--- config.mk ---
export PLATFORM = sky130hd
export DESIGN_NAME = mem_access_unit
export DESIGN_NICKNAME = d
export VERILOG_FILES = /design/src/rtl/mem_pkg.sv /design/src/rtl/mau_lane_align.sv /design/src/rtl/mem_access_unit.sv
export SDC_FILE = /design/constraint.sdc
export NUM_CORES = 1
export LEC_CHECK = 0
export BUFFER_PORTS_ARGS = -buffer_cell sky130_fd_sc_hd__buf_2
export CAP_MARGIN = 40
export CORE_MARGIN = 2
export CORE_UTILIZATION = 46
export CTS_BUF_LIST = sky130_fd_sc_hd__clkbuf_16
export DETAILED_ROUTE_END_ITERATION = 10
export GPL_ROUTABILITY_DRIVEN = 0
export PLACE_DENSITY_LB_ADDON = 0.25
export SYNTH_ARGS = -nofsm -noshare
export SYNTH_HDL_FRONTEND = slang
export SYNTH_SLANG_ARGS = --single-unit
--- constraint.sdc ---
create_clock -name clk -period 1.6 [get_ports clk]
set_input_delay 0.08 -clock clk [delete_from_list [all_inputs] [get_ports clk]]
set_output_delay 0.08 -clock clk [all_outputs]
set_load 0.01 [all_outputs]
--- src/rtl/mem_pkg.sv ---
// Shared size encodings, FSM state type and alignment rule for the data-memory access unit.
// Pure declarations; no timing or flow control of its own.
package mem_pkg;

  localparam logic [1:0] SIZE_BYTE = 2'b00;
  localparam logic [1:0] SIZE_HALF = 2'b01;
  localparam logic [1:0] SIZE_WORD = 2'b10;
  localparam logic [1:0] SIZE_RSVD = 2'b11;

  typedef enum logic [2:0] {
    ST_IDLE,
    ST_RD,
    ST_RMW_RD,
    ST_WR,
    ST_RESP
  } mau_state_t;

  // A request that must be answered with an error instead of a memory access.
  function automatic logic req_bad(input logic [1:0] size, input logic [1:0] offset);
    logic bad;
    case (size)
      SIZE_BYTE: bad = 1'b0;
      SIZE_HALF: bad = offset[0];
      SIZE_WORD: bad = |offset;
      default:   bad = 1'b1;
    endcase
    return bad;
  endfunction

endpackage

--- src/rtl/mau_lane_align.sv ---
// Byte-lane steering: load extract + sign/zero extend, and store merge into an existing word.
// Purely combinational, no flow control.
module mau_lane_align
  import mem_pkg::*;
(
  input  logic [1:0]  i_size,
  input  logic [1:0]  i_offset,
  input  logic        i_signed,
  input  logic [31:0] i_word,
  input  logic [31:0] i_wdata,
  output logic [31:0] o_load,
  output logic [31:0] o_merged
);

  logic [31:0] w_rd_shift;
  logic [31:0] w_wr_shift;
  logic [3:0]  w_be;

  assign w_rd_shift = i_word >> {i_offset, 3'b000};
  assign w_wr_shift = i_wdata << {i_offset, 3'b000};

  always_comb begin
    o_load = i_word;
    w_be   = 4'b1111;
    case (i_size)
      SIZE_BYTE: begin
        o_load = {{24{i_signed & w_rd_shift[7]}}, w_rd_shift[7:0]};
        w_be   = 4'b0001 << i_offset;
      end
      SIZE_HALF: begin
        o_load = {{16{i_signed & w_rd_shift[15]}}, w_rd_shift[15:0]};
        w_be   = 4'b0011 << i_offset;
      end
      default: ;
    endcase
  end

  // Lanes not being stored are rewritten with what memory already holds.
  always_comb begin
    o_merged = i_word;
    for (int k = 0; k < 4; k++) begin
      if (w_be[k]) o_merged[8*k +: 8] = w_wr_shift[8*k +: 8];
    end
  end

endmodule

--- src/rtl/mem_access_unit.sv ---
// MEM-stage initiator for the word-wide data memory: one request at a time, sub-word stores by read-modify-write.
// Load/word store respond 2 cycles after accept, sub-word store 3, errors 1; response held until resp_ready.
module mem_access_unit
  import mem_pkg::*;
#(
  parameter int ADDR_W = 8,
  parameter int DATA_W = 32
) (
  input  logic              clk,
  input  logic              reset,
  input  logic              req_valid,
  output logic              req_ready,
  input  logic              req_we,
  input  logic [1:0]        req_size,
  input  logic              req_signed,
  input  logic [ADDR_W-1:0] req_addr,
  input  logic [DATA_W-1:0] req_wdata,
  output logic              resp_valid,
  input  logic              resp_ready,
  output logic [DATA_W-1:0] resp_rdata,
  output logic              resp_err,
  output logic [ADDR_W-1:0] mem_addr,
  output logic              mem_read,
  output logic              mem_write,
  output logic [DATA_W-1:0] mem_write_data,
  input  logic [DATA_W-1:0] mem_read_data
);

  mau_state_t        r_state;
  mau_state_t        w_next;
  logic              r_we;
  logic [1:0]        r_size;
  logic              r_signed;
  logic [ADDR_W-1:0] r_addr;
  logic [DATA_W-1:0] r_word;
  logic              r_err;

  logic [DATA_W-1:0] w_load;
  logic [DATA_W-1:0] w_merged;
  logic              w_bad;

  assign w_bad = req_bad(req_size, req_addr[1:0]);

  mau_lane_align u_align (
    .i_size   (r_size),
    .i_offset (r_addr[1:0]),
    .i_signed (r_signed),
    .i_word   (mem_read_data),
    .i_wdata  (r_word),
    .o_load   (w_load),
    .o_merged (w_merged)
  );

  // r_word carries store data in, then the merged word or extended load result.
  always_ff @(posedge clk or posedge reset) begin
    if (reset) begin
      r_state  <= ST_IDLE;
      r_we     <= 1'b0;
      r_size   <= SIZE_BYTE;
      r_signed <= 1'b0;
      r_addr   <= '0;
      r_word   <= '0;
      r_err    <= 1'b0;
    end else begin
      r_state <= w_next;
      case (r_state)
        ST_IDLE: begin
          if (req_valid) begin
            r_we     <= req_we;
            r_size   <= req_size;
            r_signed <= req_signed;
            r_addr   <= req_addr;
            r_word   <= req_wdata;
            r_err    <= w_bad;
          end
        end
        ST_RD:     r_word <= w_load;
        ST_RMW_RD: r_word <= w_merged;
        default: ;
      endcase
    end
  end

  always_comb begin
    w_next     = r_state;
    req_ready  = 1'b0;
    mem_read   = 1'b0;
    mem_write  = 1'b0;
    resp_valid = 1'b0;
    case (r_state)
      ST_IDLE: begin
        req_ready = 1'b1;
        if (req_valid) begin
          if (w_bad)                   w_next = ST_RESP;
          else if (!req_we)            w_next = ST_RD;
          else if (req_size == SIZE_WORD) w_next = ST_WR;
          else                         w_next = ST_RMW_RD;
        end
      end
      ST_RD: begin
        mem_read = 1'b1;
        w_next   = ST_RESP;
      end
      ST_RMW_RD: begin
        mem_read = 1'b1;
        w_next   = ST_WR;
      end
      ST_WR: begin
        mem_write = 1'b1;
        w_next    = ST_RESP;
      end
      ST_RESP: begin
        resp_valid = 1'b1;
        if (resp_ready) w_next = ST_IDLE;
      end
      default: w_next = ST_IDLE;
    endcase
  end

  assign mem_addr       = {r_addr[ADDR_W-1:2], 2'b00};
  assign mem_write_data = mem_write ? r_word : '0;
  assign resp_rdata     = (resp_valid && !r_we && !r_err) ? r_word : '0;
  assign resp_err       = resp_valid & r_err;

endmodule
==> impl_metrics.env <==
export IMPL_run_status="complete, but fails checks"
export IMPL_violations="setup timing"
export IMPL_first_pass_iters=7
export IMPL_die_x_um=102.4
export IMPL_synth_area_top_cells="dfrtp_1 (27%), and2_1 (9.0%), mux2i_1 (8.1%), mux2_2 (6.3%), o21ai_0 (6.2%)"
export IMPL_overflow=0
export IMPL_skew_ns=0.008395
export IMPL_slew_headroom_pct=66.03
export IMPL_synthMuxAreaShare_pct=14.42
export IMPL_placed_cells=829
export IMPL_min_to="r_signed$_DFFE_PP0P_"
export IMPL_h_tree_depth=2
export IMPL_drtIter0Drc=479
export IMPL_ant_nets=0
export IMPL_grtUsageTotal_pct=32.78
export IMPL_final_area_um2=6882
export IMPL_root_buffer="clkbuf_16"
export IMPL_drv_cap=0
export IMPL_grt_pass1_vias=5344
export IMPL_antenna_found_initial=0
export IMPL_setup_viol=95
export IMPL_dpl_worst_slack_ns=-0.2786
export IMPL_synth_xor_area_share_pct=0.1968
export IMPL_start_util_pct=47.71
export IMPL_ys_ff_latch=48
export IMPL_ys_top_cells_by_count="and2_1 (64), nor2_1 (58), o21ai_0 (55)"
export IMPL_core_area_um2=9328
export IMPL_utilization_pct=73.78
export IMPL_finalCriticalPeriod_ns=1.933
export IMPL_avgSynthCellArea_um2=8.350
export IMPL_worst_slew_pin_slew_ns=0.5079
export IMPL_area_delta_synth_final_pct=54.62
export IMPL_synthSimpleGateAreaFrac_pct=23.59
export IMPL_cpLargestDelayFamily="compound AO/OA/AOI/OAI gates"
export IMPL_synth_compound_area_share_pct=26.85
export IMPL_grt_use_met1_pct=38.16
export IMPL_clk_pin_slew_ns=0.07
export IMPL_cts_tree="yes"
export IMPL_final_nets=816
export IMPL_p_per_area_nw_per_um2=2139
export IMPL_cts_sinks=48
export IMPL_cts_buffers=5
export IMPL_dr_total_vias=5410
export IMPL_fmaxAchievable_mhz=517.2
export IMPL_yosysMostFrequentCell="and2_1"
export IMPL_top_usage_layer="met2"
export IMPL_ir_drop_v=0.001217
export IMPL_synthArstFlopShare_pct=100.0
export IMPL_drive_gt1_share_pct=50.47
export IMPL_cp_required_ns=1.75
export IMPL_hp_class="in2reg"
export IMPL_grt_start_max_net_pins=33
export IMPL_synth_cells=533
export IMPL_arrival_ns=2.09
export IMPL_cts_buffer_depth=2
export IMPL_endpoint_kind="register"
export IMPL_crit_type="reg2reg"
export IMPL_use_met2_pct=56.83
export IMPL_drc=0
export IMPL_r2r_start="r_addr[1]$_DFFE_PP0P_"
export IMPL_worst_setup_path_start_kind="register"
export IMPL_crit_buf_inv=1
export IMPL_setup_slack_ns=-0.3335
export IMPL_power_mw=14.72
export IMPL_grt_pass1_wl_um=26660
export IMPL_port_buffers=154
export IMPL_die_area_um2=10480
export IMPL_synth_top_family_by_area="compound AO/OA/AOI/OAI gates"
export IMPL_cp_max_fo=13
export IMPL_slew_violations=0
export IMPL_synthAdderAreaFrac_pct=0
export IMPL_wirelength_um=18690
export IMPL_r2r_end="r_word[21]$_DFFE_PP0P_"
export IMPL_dp_hpwl_um=11770
export IMPL_die_h_um=102.4
export IMPL_insertion_delay_ns=0.30
export IMPL_syn_area_um2=4451
export IMPL_min_from="req_signed"
export IMPL_placementRows=35
export IMPL_critPathMaxStageDelay_ns=0.50
export IMPL_hold_viol=0
export IMPL_rsz0062_at_grt="yes"
export IMPL_yosysTopAreaCell="dfrtp_1"
export IMPL_worstHoldPathCells=2
export IMPL_seq_area_frac_synth_pct=26.99
export IMPL_finalCritPeriodShare_pct=120.8
export IMPL_antenna_cells=0
export IMPL_rrSetupSlack_ns=-0.33
export IMPL_synth_top_cell_area_share_pct=26.99
export IMPL_reg2regPathDepth=6
export IMPL_via_per_inst=6.247
export IMPL_wl_per_cell_um=21.59
export IMPL_critical_path_slowest_cell="dfrtp_2"
export IMPL_synth_edf_count=0
export IMPL_grtUsageMet3_pct=5.677
export IMPL_ys_types=48
export IMPL_leakagePower_nw=3.145
export IMPL_path_cells="buf_12 > mux2i_2 > a2bb2oi_1 > nor2_1 > a311oi_1 > o22ai_1"
export IMPL_ys_warn_count=0
export IMPL_io_pins=157
export IMPL_place_area_um2=5764
export IMPL_timing_setup_tns_ns=-12.81
export IMPL_synth_ff_type="dfrtp_1"
export IMPL_stdcell_count=866
export IMPL_whs_ns=0.01061
-- cell usage in the layout, fill, tap and decap left out, drive strengths merged, types with 9 or more instances in the layout --
cell / n
buf: 245
and2: 64
nor2: 59
o21ai: 56
dfrtp: 48
mux2i: 36
nor2b: 30
o22ai: 25
mux2: 25
a311oi: 16
a21oi: 15
a22oi: 14
nand2: 9
-- worst max-delay path by stage --
stage / endpoint / from / slack, ns / cells past startpoint
floorplan: r_word[30]$_DFFE_PP0P_ / r_addr[0]$_DFFE_PP0P_ / -0.06 / 6
global placement: r_word[16]$_DFFE_PP0P_ / r_addr[0]$_DFFE_PP0P_ / -0.19 / 5
detailed placement: r_word[16]$_DFFE_PP0P_ / r_addr[0]$_DFFE_PP0P_ / -0.28 / 5
CTS: resp_rdata[21] / r_state[0]$_DFFE_PP0P_ / -0.19 / 8
global route: r_word[21]$_DFFE_PP0P_ / r_addr[1]$_DFFE_PP0P_ / -0.45 / 6
finish: r_word[21]$_DFFE_PP0P_ / r_addr[1]$_DFFE_PP0P_ / -0.33 / 6
-- layout make-up --
type / count / area (um^2)
Sequential cell: 48 / 1207
Tap cell: 129 / 161.4
Clock buffer: 5 / 125.1
Fill cell: 668 / 2446
Inverter: 7 / 32.53
Timing Repair Buffer: 249 / 1913
Clock inverter: 3 / 37.54
Multi-Input combinational cell: 425 / 3405
-- kinds of logic after synthesis --
kind of cell    Yosys count
flops                    48
buf+inv                  61
compound gates          172
simple gates            189
mux                      61
other cells               1
xor+xnor                  1
-- worst register-to-register path, stage by stage (launching register included) --
cell and delay, ns:
dfrtp_2 0.50, buf_12 0.21, mux2i_2 0.31, a2bb2oi_1 0.21
nor2_1 0.08, a311oi_1 0.33, o22ai_1 0.15
-- sequential cells by signal, indices dropped and copies added, names as in the netlist --
signal,cells
r_err,1
r_size,2
r_we,1
r_state,3
r_word,32
r_signed,1
r_addr,8
-- report_power, final --
group	switching [mW]	internal, mW
logic	5.46	5.32
clock network	0.495	0.729
registers	0.857	1.86
total	6.81	7.91
-- metal layers --
| metal | vias to the layer above | part of all wire [%] |
|---|---|---|
| li1 | 2335 | - |
| met1 | 2605 | 37 |
| met2 | 370 | 49 |
| met3 | 100 | 8.2 |
| met4 | 0 | 5.9 |
| met5 | - | 0 |
-- what timing repair did --
item / in CTS / in global routing
setup buffers: 18 / 6
setup endpoints to repair: 97 / 109
pin swaps: 29 / 27
hold buffers: 2 / 0
resized for setup: 86 / 80
cloned: 3 / 2
endpoints found under the hold margin: 17 / 0
No activity file was read; power rests on OpenSTA's default activity.
